`config.mk`:
```
export PLATFORM = sky130hd
export DESIGN_NAME = rs_cmd_debounce
export DESIGN_NICKNAME = d
export VERILOG_FILES = /design/src/rtl/rs_cmd_debounce.sv
export SDC_FILE = /design/constraint.sdc
export NUM_CORES = 1
export LEC_CHECK = 0
export BUFFER_PORTS_ARGS = -buffer_cell sky130_fd_sc_hd__buf_4
export CORE_AREA = 5 5 42 44
export CTS_CLUSTER_SIZE = 30
export DETAILED_ROUTE_END_ITERATION = 6
export DIE_AREA = 0 0 47 49
export SYNTH_ARGS = -nofsm -noshare
export SYNTH_HDL_FRONTEND = slang
export SYNTH_SLANG_ARGS = --single-unit
export TNS_END_PERCENT = 10
```
`constraint.sdc`:
```
create_clock -name clk -period 1.6 [get_ports clk]
set_input_delay 0.24 -clock clk [delete_from_list [all_inputs] [get_ports clk]]
set_output_delay 0.24 -clock clk [all_outputs]
set_load 0.005 [all_outputs]
```
`src/rtl/rs_cmd_debounce.sv`:
```
// rs_cmd_debounce: sync + debounce two bouncy buttons into exclusive s/r pulses for rs_ff.
// Ports: clk, rst_n (async low); set_btn, rst_btn raw in; s, r, set_lvl, rst_lvl, conflict out.
module rs_cmd_debounce #(
   parameter int DEBOUNCE_CYCLES = 4,
   parameter int CNT_W           = 3
) (
   input  logic clk,
   input  logic rst_n,
   input  logic set_btn,
   input  logic rst_btn,
   output logic s,
   output logic r,
   output logic set_lvl,
   output logic rst_lvl,
   output logic conflict
);

   localparam logic [CNT_W-1:0] LP_LAST = CNT_W'(DEBOUNCE_CYCLES - 1);

   // channel 0 = set, channel 1 = reset
   logic [1:0]       r_sync1;
   logic [1:0]       r_sync2;
   logic [1:0]       r_lvl;
   logic [CNT_W-1:0] r_cnt [2];
   logic             r_s;
   logic             r_r;
   logic             r_conflict;

   logic [1:0]       w_diff;
   logic [1:0]       w_hit;
   logic [1:0]       w_rise;

   always_comb begin
      w_diff = '0;
      w_hit  = '0;
      w_rise = '0;
      for (int i = 0; i < 2; i++) begin
         w_diff[i] = r_sync2[i] ^ r_lvl[i];
         w_hit[i]  = w_diff[i] && (r_cnt[i] == LP_LAST);
         // lvl flips this edge and the new value is 1
         w_rise[i] = w_hit[i] & r_sync2[i];
      end
   end

   always_ff @(posedge clk or negedge rst_n) begin
      if (!rst_n) begin
         r_sync1    <= '0;
         r_sync2    <= '0;
         r_lvl      <= '0;
         r_cnt[0]   <= '0;
         r_cnt[1]   <= '0;
         r_s        <= 1'b0;
         r_r        <= 1'b0;
         r_conflict <= 1'b0;
      end else begin
         r_sync1 <= {rst_btn, set_btn};
         r_sync2 <= r_sync1;
         for (int i = 0; i < 2; i++) begin
            if (!w_diff[i]) begin
               r_cnt[i] <= '0;
            end else if (w_hit[i]) begin
               r_cnt[i] <= '0;
               r_lvl[i] <= r_sync2[i];
            end else begin
               r_cnt[i] <= r_cnt[i] + CNT_W'(1);
            end
         end
         // reset wins a same-edge collision so s and r are never both high
         r_s        <= w_rise[0] & ~w_rise[1];
         r_r        <= w_rise[1];
         r_conflict <= w_rise[0] & w_rise[1];
      end
   end

   assign s        = r_s;
   assign r        = r_r;
   assign conflict = r_conflict;
   assign set_lvl  = r_lvl[0];
   assign rst_lvl  = r_lvl[1];

endmodule

```
# Yosys cells after proc, flatten, opt, wreduce, memory -nomap -nowiden
# Cells that the tools add are included.
dict set report op_classes {
  eq_ne 2
  mux 4
  n_bitwise 7
  n_addsub 2
  n_reduce_logical 4
}
# op count
set ops {}
lappend ops {{$mux W3} 4}
lappend ops {{$add A3 B1 Y3 const B} 2}
lappend ops {{$eq A3 B2 Y1 const B} 2}
lappend ops {{$and A1 B1 Y1} 4}
lappend ops {{$reduce_and A2 Y1} 2}
lappend ops {{$logic_and A1 B1 Y1} 2}
lappend ops {{$xor A1 B1 Y1} 2}
lappend ops {{$not A1 Y1} 1}
dict set report totals {
  register_bits 15
  input_bits 4
  word_cells 28
}

# Logic depth before layout (Yosys ltp)
# Gate-level depths: netlist of the first run.
dict set report logic_depth {
  ltp_word 5
  mapped_depth 3
  mapped_depth_nobuf 3
}

# Worst setup path before layout of the first run
# OpenSTA, ideal clock, no wires.
dict set report synth_timing {
  path_type {register to register}
  start {reg r_cnt[0] (netlist bit)}
  end {reg r_lvl[1]}
  stages_incl_launch_ff 4
  path_slack_ns 0.458
  t_arrival_ns 1.015
  synth_period_minus_slack_ns 1.142
  cell_sequence {dfrtp_1 ha_1 nor2b_2 mux2_1}
}
dict set report synth_via {
  elab_chain_len 3
}
# element line_no
set synth_rtl {}
lappend synth_rtl {{from (decl)} 24} ;# logic [CNT_W-1:0] r_cnt [2];
lappend synth_rtl {{from (signal, indexed assignment)} 65} ;# r_cnt[i] <= r_cnt[i] + CNT_W'(1);
lappend synth_rtl {{$eq A3 B2 Y1} 39} ;# w_hit[i] = w_diff[i] && (r_cnt[i] == LP_LAST);
lappend synth_rtl {{$logic_and A1 B1 Y1} 39}
lappend synth_rtl {{$reduce_and A2 Y1 (no source line)} -}
lappend synth_rtl {{to (signal, indexed assignment)} 63} ;# r_lvl[i] <= r_sync2[i];
lappend synth_rtl {{to (decl)} 23} ;# logic [1:0] r_lvl;
# No other way between the ends.
# A chain may end at the register's enable or synchronous reset.

# Worst setup path in the final report of the first run
dict set report layout_timing {
  start {reg r_cnt[3] (netlist bit)}
  end {reg r_lvl[0]}
}
# The elaborated chain is that of the path after synthesis.

==> results of run 1 <==
critical path: stages, from the launching register on:
cell	delay, ps
sky130_fd_sc_hd__dfrtp_1	390
sky130_fd_sc_hd__ha_1	210
sky130_fd_sc_hd__nand2b_1	160
sky130_fd_sc_hd__mux2_1	340
registers in the layout (all words and copies together) (netlist names):
name      cells
r_lvl         2
r             1
s             1
r_sync2       2
r_cnt         6
r_sync1       2
conflict      1
worst max path at each step:
stage | slack, ps | cells after the start | to
finish | 380 | 3 | r_lvl[0]
floorplan | 460 | 3 | r_lvl[1]
detailed placement | 400 | 3 | r_lvl[0]
CTS | 370 | 3 | r_lvl[0]
global route | 310 | 3 | r_lvl[0]
global placement | 410 | 3 | r_lvl[0]
cells in the final DEF, fill, tap and decap left out, drive strengths merged, types with 2 or more instances in the layout:
cell type / count
and4bb: 2
buf: 8
clkbuf: 4
dfrtp: 15
ha: 2
mux2: 2
nor3b: 4
xnor2: 2
power by group through the flow:
stage / Combinational, mW / Sequential [mW] / Clock [mW]
6_report: 0.216 / 0.505 / 0.206
3_5_place_dp: 0.219 / 0.516 / 0
5_1_grt: 0.252 / 0.515 / 0.232
4_1_cts: 0.223 / 0.506 / 0.219
2_1_floorplan: 0.134 / 0.508 / 0
3_3_place_gp: 0.206 / 0.509 / 0
synth_stat cells, drive strengths merged:
cell and n:
ha 2, xnor2 2, nand2b 1, nor4b 1
mux2 2, dfrtp 15, nor3 1, and4bb 2
nor2b 1, nor3b 4, and3b 1
cell type report:
cell class	instances	area share [%]
Multi-Input combinational cell	17	25.0
Timing Repair Buffer	9	10.7
Tap cell	16	3.05
Clock buffer	4	4.01
Sequential cell	15	57.3
metal layers:
metal / wire (um) / share of wire, % / track usage (%) / vias up
met5: 0 / 0 / 0 / -
met3: 61 / 8.0 / 2.21 / 4
met4: 38 / 5.0 / 9.68 / 0
met2: 384 / 51 / 13.6 / 10
li1: - / - / - / 139
met1: 276 / 36 / 10.1 / 147
kinds of logic (layout without fill, tap and decap cells):
kind of cell             after synthesis  in the layout
AND/OR/NAND/NOR                       11             11
flip-flops                            15             15
buffers and inverters                  0             13
adder cells (fa/ha/maj)                2              2
XOR/XNOR                               2              2
multiplexers                           2              2
==> out/results.md, run 1 <==
| Stage | Parameter | Value |
|:---|:---|:---|
| run status | Run status | completed |
| sta | Slew at the pin closest to its max-slew limit | 275 ps |
| clocking | Clk_lat worst skew | 280 ps |
| global route | Antenna violations before repair | 0 |
| worst setup path | Startpoint of the worst register-to-register path | r_cnt[3] |
| finish | Number of fillers in the final layout | 131 |
| sta | Worst rel slew slack | 81.5% |
| logic synthesis | Compound-gate portion of the synthesized area | 0% |
| sta | Achievable frequency | 822 MHz |
| place | Pre-CTS setup slack | 401 ps |
| worst setup path | R2R depth | 3 |
| route | Number of detailed-route iterations in the first pass | 1 |
| hold path | Classification of the worst-slack hold path | in -> reg |
| finish | Final core occ | 46.8% |
| worst setup path | Worst-case register-to-register setup slack | 380 ps |
| logic synthesis | Unique masters post-synth | 11 |
| clocking | TritonCTS Sinks | 15 |
| floorplan | Starting density of the core | 38.5% |
| worst setup path | Critical path peak fanout | 5 |
| sta | Largest clock skew in the final design | 1.05 ps |
| route | Vias after detailed routing | 300 |
| worst setup path | Crit Path Category | reg -> reg |
| place | Number of buffer cells added on primary ports | 8 |
| route | Number of DRC markers in iteration 0 | 0 |
| global route | Global-route wire length before repair | 1.45 mm |
| logic synthesis | Synthesized-area fraction occupied by and/or/nand/nor cells | 18.3% |
| place | Number of cells after detailed placement | 56 |
| logic synthesis | Seq/Total Area, Yosys | 69.6% |
| finish | Fin area | 656 um2 |
| finish | Fraction of layout instances using a drive strength above 1 | 28.9% |
| clocking | Number of H-tree levels | 1 |
| finish | Post-route non-filler standard cell count | 61 |
| worst setup path | Kind of launch point of the worst setup path | register |
| route | Routed wire per std cell | 12.5 um |
| worst setup path | Worst path arrival time | 1380 ps |
| route | Avg Vias per Cell | 4.92 |
| hold path | End point of the most critical hold path | r_sync1[1] |
| power and ir drop | Share of total power in the clock network | 22.2% |
| finish | Sequential cell area in the final layout | 375 um2 |
| finish | Inserted Diodes | 0 |
| global route | Total grt overflow | 0 |
| job | Max-capacitance violation count | 0 |
| worst setup path | Required time at the endpoint of the critical path | 1760 ps |
| logic synthesis | Synth Area in Adders | 4.64% |
| worst setup path | Endpoint of the most critical register-to-register path | r_lvl[0] |
| worst setup path | Category of the worst setup path capture point | register |
| power and ir drop | Worst ir drop on vdd | 0.758 mV |
| power and ir drop | Share of total power consumed by net switching | 26.7% |
| power and ir drop | Pwr per Cell Area | 1410 nW/um2 |
| route | Routed Wire Length | 760 um |
| logic synthesis | Combinational family with the most area after synthesis | simple AND/OR/NAND/NOR gates |
| sta | Summed negative setup slack over all endpoints | 0 ps |
| floorplan | Area of the core | 1400 um2 |
| floorplan | DIE AREA | 2300 um2 |
| sta | Final setup fails | 0 |
| clocking | Setup Fix Bufs, Post-CTS | 0 |
| floorplan | Die width | 47 um |
| sta | Final period utilization | 76.1% |
| clocking | TritonCTS clock tree | done |
| power and ir drop | Logic pwr share | 23.3% |
| clocking | Cell chosen for the clock root | sky130_fd_sc_hd__clkbuf_4 |
| logic synthesis | Xor-xnor portion of the synthesized cell area | 3.25% |
| power and ir drop | Sequential share of power | 54.5% |
| clocking | Number of buffers between clock root and the deepest sink | 2 |
| finish | Final nets | 52 |
| logic synthesis | Fraction of post-synthesis cell area in the top cell type by area | 69.6% |
| logic synthesis | Post-Syn Nets | 38 |
| power and ir drop | Leakage | 0.318 nW |
| global route | Pin count of the biggest net entering global routing | 16 |
| sta | Final Critical Period | 1220 ps |
| sta | Min setup slack post-route | 383 ps |
| sta | Number of endpoints with negative hold slack in the final report | 0 |
| power and ir drop | Net switching power of the design | 248 uW |
| logic synthesis | Mean Syn Cell Area | 16.9 um2 |
| floorplan | I/O pin count | 9 |
| logic synthesis | Synthesis warning total | 0 |
| hold path | Hold Path Cell Cnt | 1 |
| finish | Layout-stage area growth over the synthesis result | 21.6% |
| clocking | Clock buffers created by TritonCTS | 3 |
| power and ir drop | Total power consumption of the routed design | 927 uW |
| route | Antenna viol nets, final | 0 |
| place | Post-placement cell area | 619 um2 |
| logic synthesis | Multiplexer share of the synthesized area | 4.18% |
| clocking | Post-cts repair resize count | 0 |
| logic synthesis | Post-synthesis instance area | 539 um2 |
| finish | Area used by multi-input combinational logic | 164 um2 |
| clocking | # hold bufs at CTS | 1 |
| floorplan | Die Ht | 49 um |
| place | Routability-driven placement congestion ratio | 0.710 |
| global route | GRT Util Overall | 9.35% |
| sta | Final Max Tran Viols | 0 |
| power and ir drop | Power Internal | 679 uW |
| floorplan | Std cell rows | 14 |
| logic synthesis | Number of synthesized register bits | 15 |
| worst setup path | Worst setup path startpoint | r_cnt[3] |
| global route | Vias in the first global route | 330 |
| place | HPWL after detailed placement | 578 um |
| logic synthesis | Synth area leader | sky130_fd_sc_hd__dfrtp_1 |
| logic synthesis | Number of standard cells after synthesis | 32 |
| sta | Final Hold Slack | 62.7 ps |
| route | DRC violation count after routing | 0 |
| logic synthesis | Ranking of synthesized cells by area | sky130_fd_sc_hd__dfrtp_1 (70%), sky130_fd_sc_hd__nor3b_1 (5.6%), sky130_fd_sc_hd__and4bb_1 (4.6%) |
| sta | Setup repair after global routing missed its margin | no |
| clocking | Post-CTS clock slew at the launch and capture registers of the worst setup and hold paths | 80 ps |
| hold path | Min-Delay Startpoint | rst_btn |
(Power assumes the default switching activity.)
==> inputs of run 2 (changes only) <==
==> constraint.sdc (replaced) <==
create_clock -name clk -period 1 [get_ports clk]
set_input_delay 0.15 -clock clk [delete_from_list [all_inputs] [get_ports clk]]
set_output_delay 0.15 -clock clk [all_outputs]
set_load 0.005 [all_outputs]
==> run 2 against run 1 <==
The flow now finishes with violations (setup timing). Clock-buffer cell count decreased by 1. Utilization is 9.3 points higher. Clock skew increased by 3.3 ps. Setup slack got worse by 490 ps. First-iteration DRC count is 8 higher. Die area unchanged. Critical path depth unchanged. Cell count is 11% higher. Maximum frequency is 9.8% higher. Critical path type unchanged. Largest cell class unchanged. Largest power group unchanged. Highest routed layer is now met3.
==> out/results.md, run 2 (synthesis gave the netlist of run 1 again) <==
| Stage | Parameter | Value | vs previous |
|:---|:---|:---|:---|
| worst setup path | Worst-path cell with the longest stage delay | sky130_fd_sc_hd__dfrtp_1 | unchanged |
| sta | Achievable frequency | 902 MHz | was 822 MHz |
| route | Avg Vias per Cell | 4.74 | was 4.92 |
| run status | Run status | complete, but fails checks | was completed |
| place | Number of buffer cells added on primary ports | 8 | unchanged |
| finish | Sequential cell area in the final layout | 375 um2 | unchanged |
| worst setup path | Endpoint of the most critical register-to-register path | s | was r_lvl[0] |
| route | Number of detailed-route iterations in the first pass | 3 | was 1 |
| worst setup path | Worst path arrival time | 1300 ps | was 1380 ps |
| worst setup path | Startpoint of the worst register-to-register path | r_cnt[0] | was r_cnt[3] |
| global route | Total grt overflow | 0 | unchanged |
| sta | Final Critical Period | 1110 ps | was 1220 ps |
| place | HPWL after detailed placement | 649 um | was 578 um |
| route | DRC violation count after routing | 0 | unchanged |
| clocking | TritonCTS clock tree | done | unchanged |
| power and ir drop | Pwr per Cell Area | 2370 nW/um2 | was 1410 nW/um2 |
| power and ir drop | Net switching power of the design | 513 uW | was 248 uW |
| worst setup path | Required time at the endpoint of the critical path | 1190 ps | was 1760 ps |
| worst setup path | Critical path, cell by cell | ha_2, and4bb_1, nor4b_2 | was ha_1, nand2b_1, mux2_1 |
| floorplan | DIE AREA | 2300 um2 | unchanged |
| sta | Number of endpoints with negative hold slack in the final report | 0 | unchanged |
| clocking | Clock buffers created by TritonCTS | 3 | unchanged |
| floorplan | Die Ht | 49 um | unchanged |
| worst setup path | R2R depth | 3 | unchanged |
| worst setup path | CP Depth | 3 | unchanged |
| sta | Largest clock skew in the final design | 4.39 ps | was 1.05 ps |
| floorplan | Die width | 47 um | unchanged |
| global route | Vias in the first global route | 370 | was 330 |
| route | Vias after detailed routing | 322 | was 300 |
| route | Number of DRC markers in iteration 0 | 8 | was 0 |
| clocking | TritonCTS Sinks | 15 | unchanged |
| route | Routed wire per std cell | 12.6 um | was 12.5 um |
| global route | Pin count of the biggest net entering global routing | 16 | unchanged |
| worst setup path | Critical path peak fanout | 3 | was 5 |
| worst setup path | Family of cells with the greatest summed delay on the critical path | simple AND/OR/NAND/NOR gates | was flip-flops |
| place | Pre-CTS setup slack | -107 ps | was 401 ps |
| power and ir drop | Power Internal | 1.35 mW | was 679 uW |
| clocking | Clk_lat worst skew | 280 ps | about the same |
| sta | Worst rel slew slack | 82.5% | was 81.5% |
| route | Routed Wire Length | 858 um | was 760 um |
| floorplan | I/O pin count | 9 | unchanged |
| finish | Max reg flops | 6 | unchanged |
| sta | Final Max Tran Viols | 0 | unchanged |
| global route | Global-route wire length before repair | 1.54 mm | was 1.45 mm |
| floorplan | Starting density of the core | 38.5% | unchanged |
| floorplan | Std cell rows | 14 | unchanged |
| power and ir drop | Logic pwr share | 37.9% | was 23.3% |
| worst setup path | Number of buffers and inverters on the critical path | 0 | unchanged |
| run status | Violations in the final reports | setup timing |  |
| clocking | Post-CTS clock slew at the launch and capture registers of the worst setup and hold paths | 90 ps | was 80 ps |
| finish | Layout-stage area growth over the synthesis result | 45.7% | was 21.6% |
| power and ir drop | Share of total power in the clock network | 18.7% | was 22.2% |
| power and ir drop | Total power consumption of the routed design | 1.86 mW | was 927 uW |
| floorplan | Area of the core | 1400 um2 | unchanged |
| worst setup path | Crit Path Category | reg -> reg | unchanged |
| finish | Final nets | 59 | was 52 |
| clocking | Cell chosen for the clock root | sky130_fd_sc_hd__clkbuf_4 | unchanged |
| finish | Most frequent cells in the layout | sky130_fd_sc_hd__dfrtp_1 (15), sky130_fd_sc_hd__buf_4 (9), sky130_fd_sc_hd__nor3b_1 (4), sky130_fd_sc_hd__buf_6 (4) | was sky130_fd_sc_hd__dfrtp_1 (15), sky130_fd_sc_hd__buf_4 (8), sky130_fd_sc_hd__nor3b_1 (4) |
| worst setup path | Kind of launch point of the worst setup path | register | unchanged |
| power and ir drop | Sequential share of power | 43.4% | was 54.5% |
| finish | Number of fillers in the final layout | 127 | was 131 |
| worst setup path | Worst-case register-to-register setup slack | -110 ps | was 380 ps |
| finish | Area used by multi-input combinational logic | 218 um2 | was 164 um2 |
| place | Routability-driven placement congestion ratio | 0.709 | was 0.710 |
| worst setup path | Largest stage delay, worst path | 400 ps | was 390 ps |
| finish | Fraction of layout instances using a drive strength above 1 | 48.1% | was 28.9% |
| sta | Final period utilization | 111% | was 76.1% |
| global route | GRT Util Overall | 9.97% | was 9.35% |
| finish | Inserted Diodes | 0 | unchanged |
| sta | Min setup slack post-route | -108 ps | was 383 ps |
| sta | Final Hold Slack | 240 ps | was 62.7 ps |
| clocking | Number of H-tree levels | 1 | unchanged |
| finish | Register name with the most flops | r_cnt | unchanged |
| global route | Antenna violations before repair | 0 | unchanged |
| sta | Slew at the pin closest to its max-slew limit | 261 ps | was 275 ps |
| finish | Commonest non-fill, non-tap cell in the layout | sky130_fd_sc_hd__dfrtp_1 | unchanged |
| route | Antenna viol nets, final | 0 | unchanged |
| worst setup path | Category of the worst setup path capture point | register | unchanged |
| sta | Setup repair after global routing missed its margin | yes | was no |
| job | Max-capacitance violation count | 0 | unchanged |
| power and ir drop | Leakage | 0.368 nW | was 0.318 nW |
| clocking | Number of buffers between clock root and the deepest sink | 2 | unchanged |
| power and ir drop | Share of total power consumed by net switching | 27.6% | was 26.7% |
| sta | Final setup fails | 8 | was 0 |
| power and ir drop | Worst ir drop on vdd | 1.09 mV | was 0.758 mV |
| hold path | Classification of the worst-slack hold path | in -> async | was in -> reg |
==> run 2: changes by cell type in the layout (fill, tap and decap cells not counted), sizes merged <==
cell / change
clkbuf: -1
clkinvlp: +1
dlygate4sd3: +2
buf: +5
==> run 2: timing repair <==
| item | 4_1_cts | 5_1_grt |
|---|---|---|
| endpoints found under the hold margin | 17 | 0 |
| buffers inserted | 2 | 0 |
| gates resized for setup | 6 | 1 |
| hold buffers | 3 | 0 |
| pin swaps | 1 | 0 |
| endpoints found under the setup margin | 8 | 12 |
==> run 2: cell type report <==
class	instances	share of cell area, %
clock buffers	3	2.87
flip-flops and latches	15	47.8
multi-input cells	17	27.7
repair buffers	16	18.2
well taps	16	2.55
clock inverters	1	0.955
==> run 2: power groups by stage <==
stage	clock [mW]	combinational [mW]	sequential [mW]
after detailed placement	0	0.524	0.803
after global placement	0	0.487	0.793
final	0.348	0.706	0.807
after floorplan	0	0.272	0.818
after global routing	0.391	0.792	0.819
after CTS	0.369	0.686	0.806
==> run 2: routing by layer <==
layer / share of wire, % / track usage, %
met1: 40 / 10.3
met2: 52 / 14.7
met3: 7.7 / 4.43
met4: 0 / 8.29
met5: 0 / 0
==> run 2: worst reg2reg max path, cell delays in order (launching register included) <==
cell,delay [ps]
sky130_fd_sc_hd__dfrtp_1,400
sky130_fd_sc_hd__ha_2,190
sky130_fd_sc_hd__and4bb_1,220
sky130_fd_sc_hd__nor4b_2,220
==> run 2: worst max-delay path by stage <==
stage                to     start  slack (ps)
2_1_floorplan  r_lvl[1]  r_cnt[0]         -70
3_3_place_gp          s  r_cnt[0]        -100
3_5_place_dp   r_lvl[0]  r_cnt[3]        -110
4_1_cts               s  r_cnt[0]        -110
5_1_grt               s  r_cnt[0]        -150
6_report              s  r_cnt[0]        -110
==> run 2: metrics by stage <==
step	cells	setup TNS (ps)	cell area (um2)	utilization (%)
after floorplan	32	-180	564	-
after global placement	59	-378	667	47.6
after detailed placement	59	-474	667	47.6
after CTS	68	-704	774	55.3
after global routing	68	-1150	786	56.1
final	68	-633	786	56.1
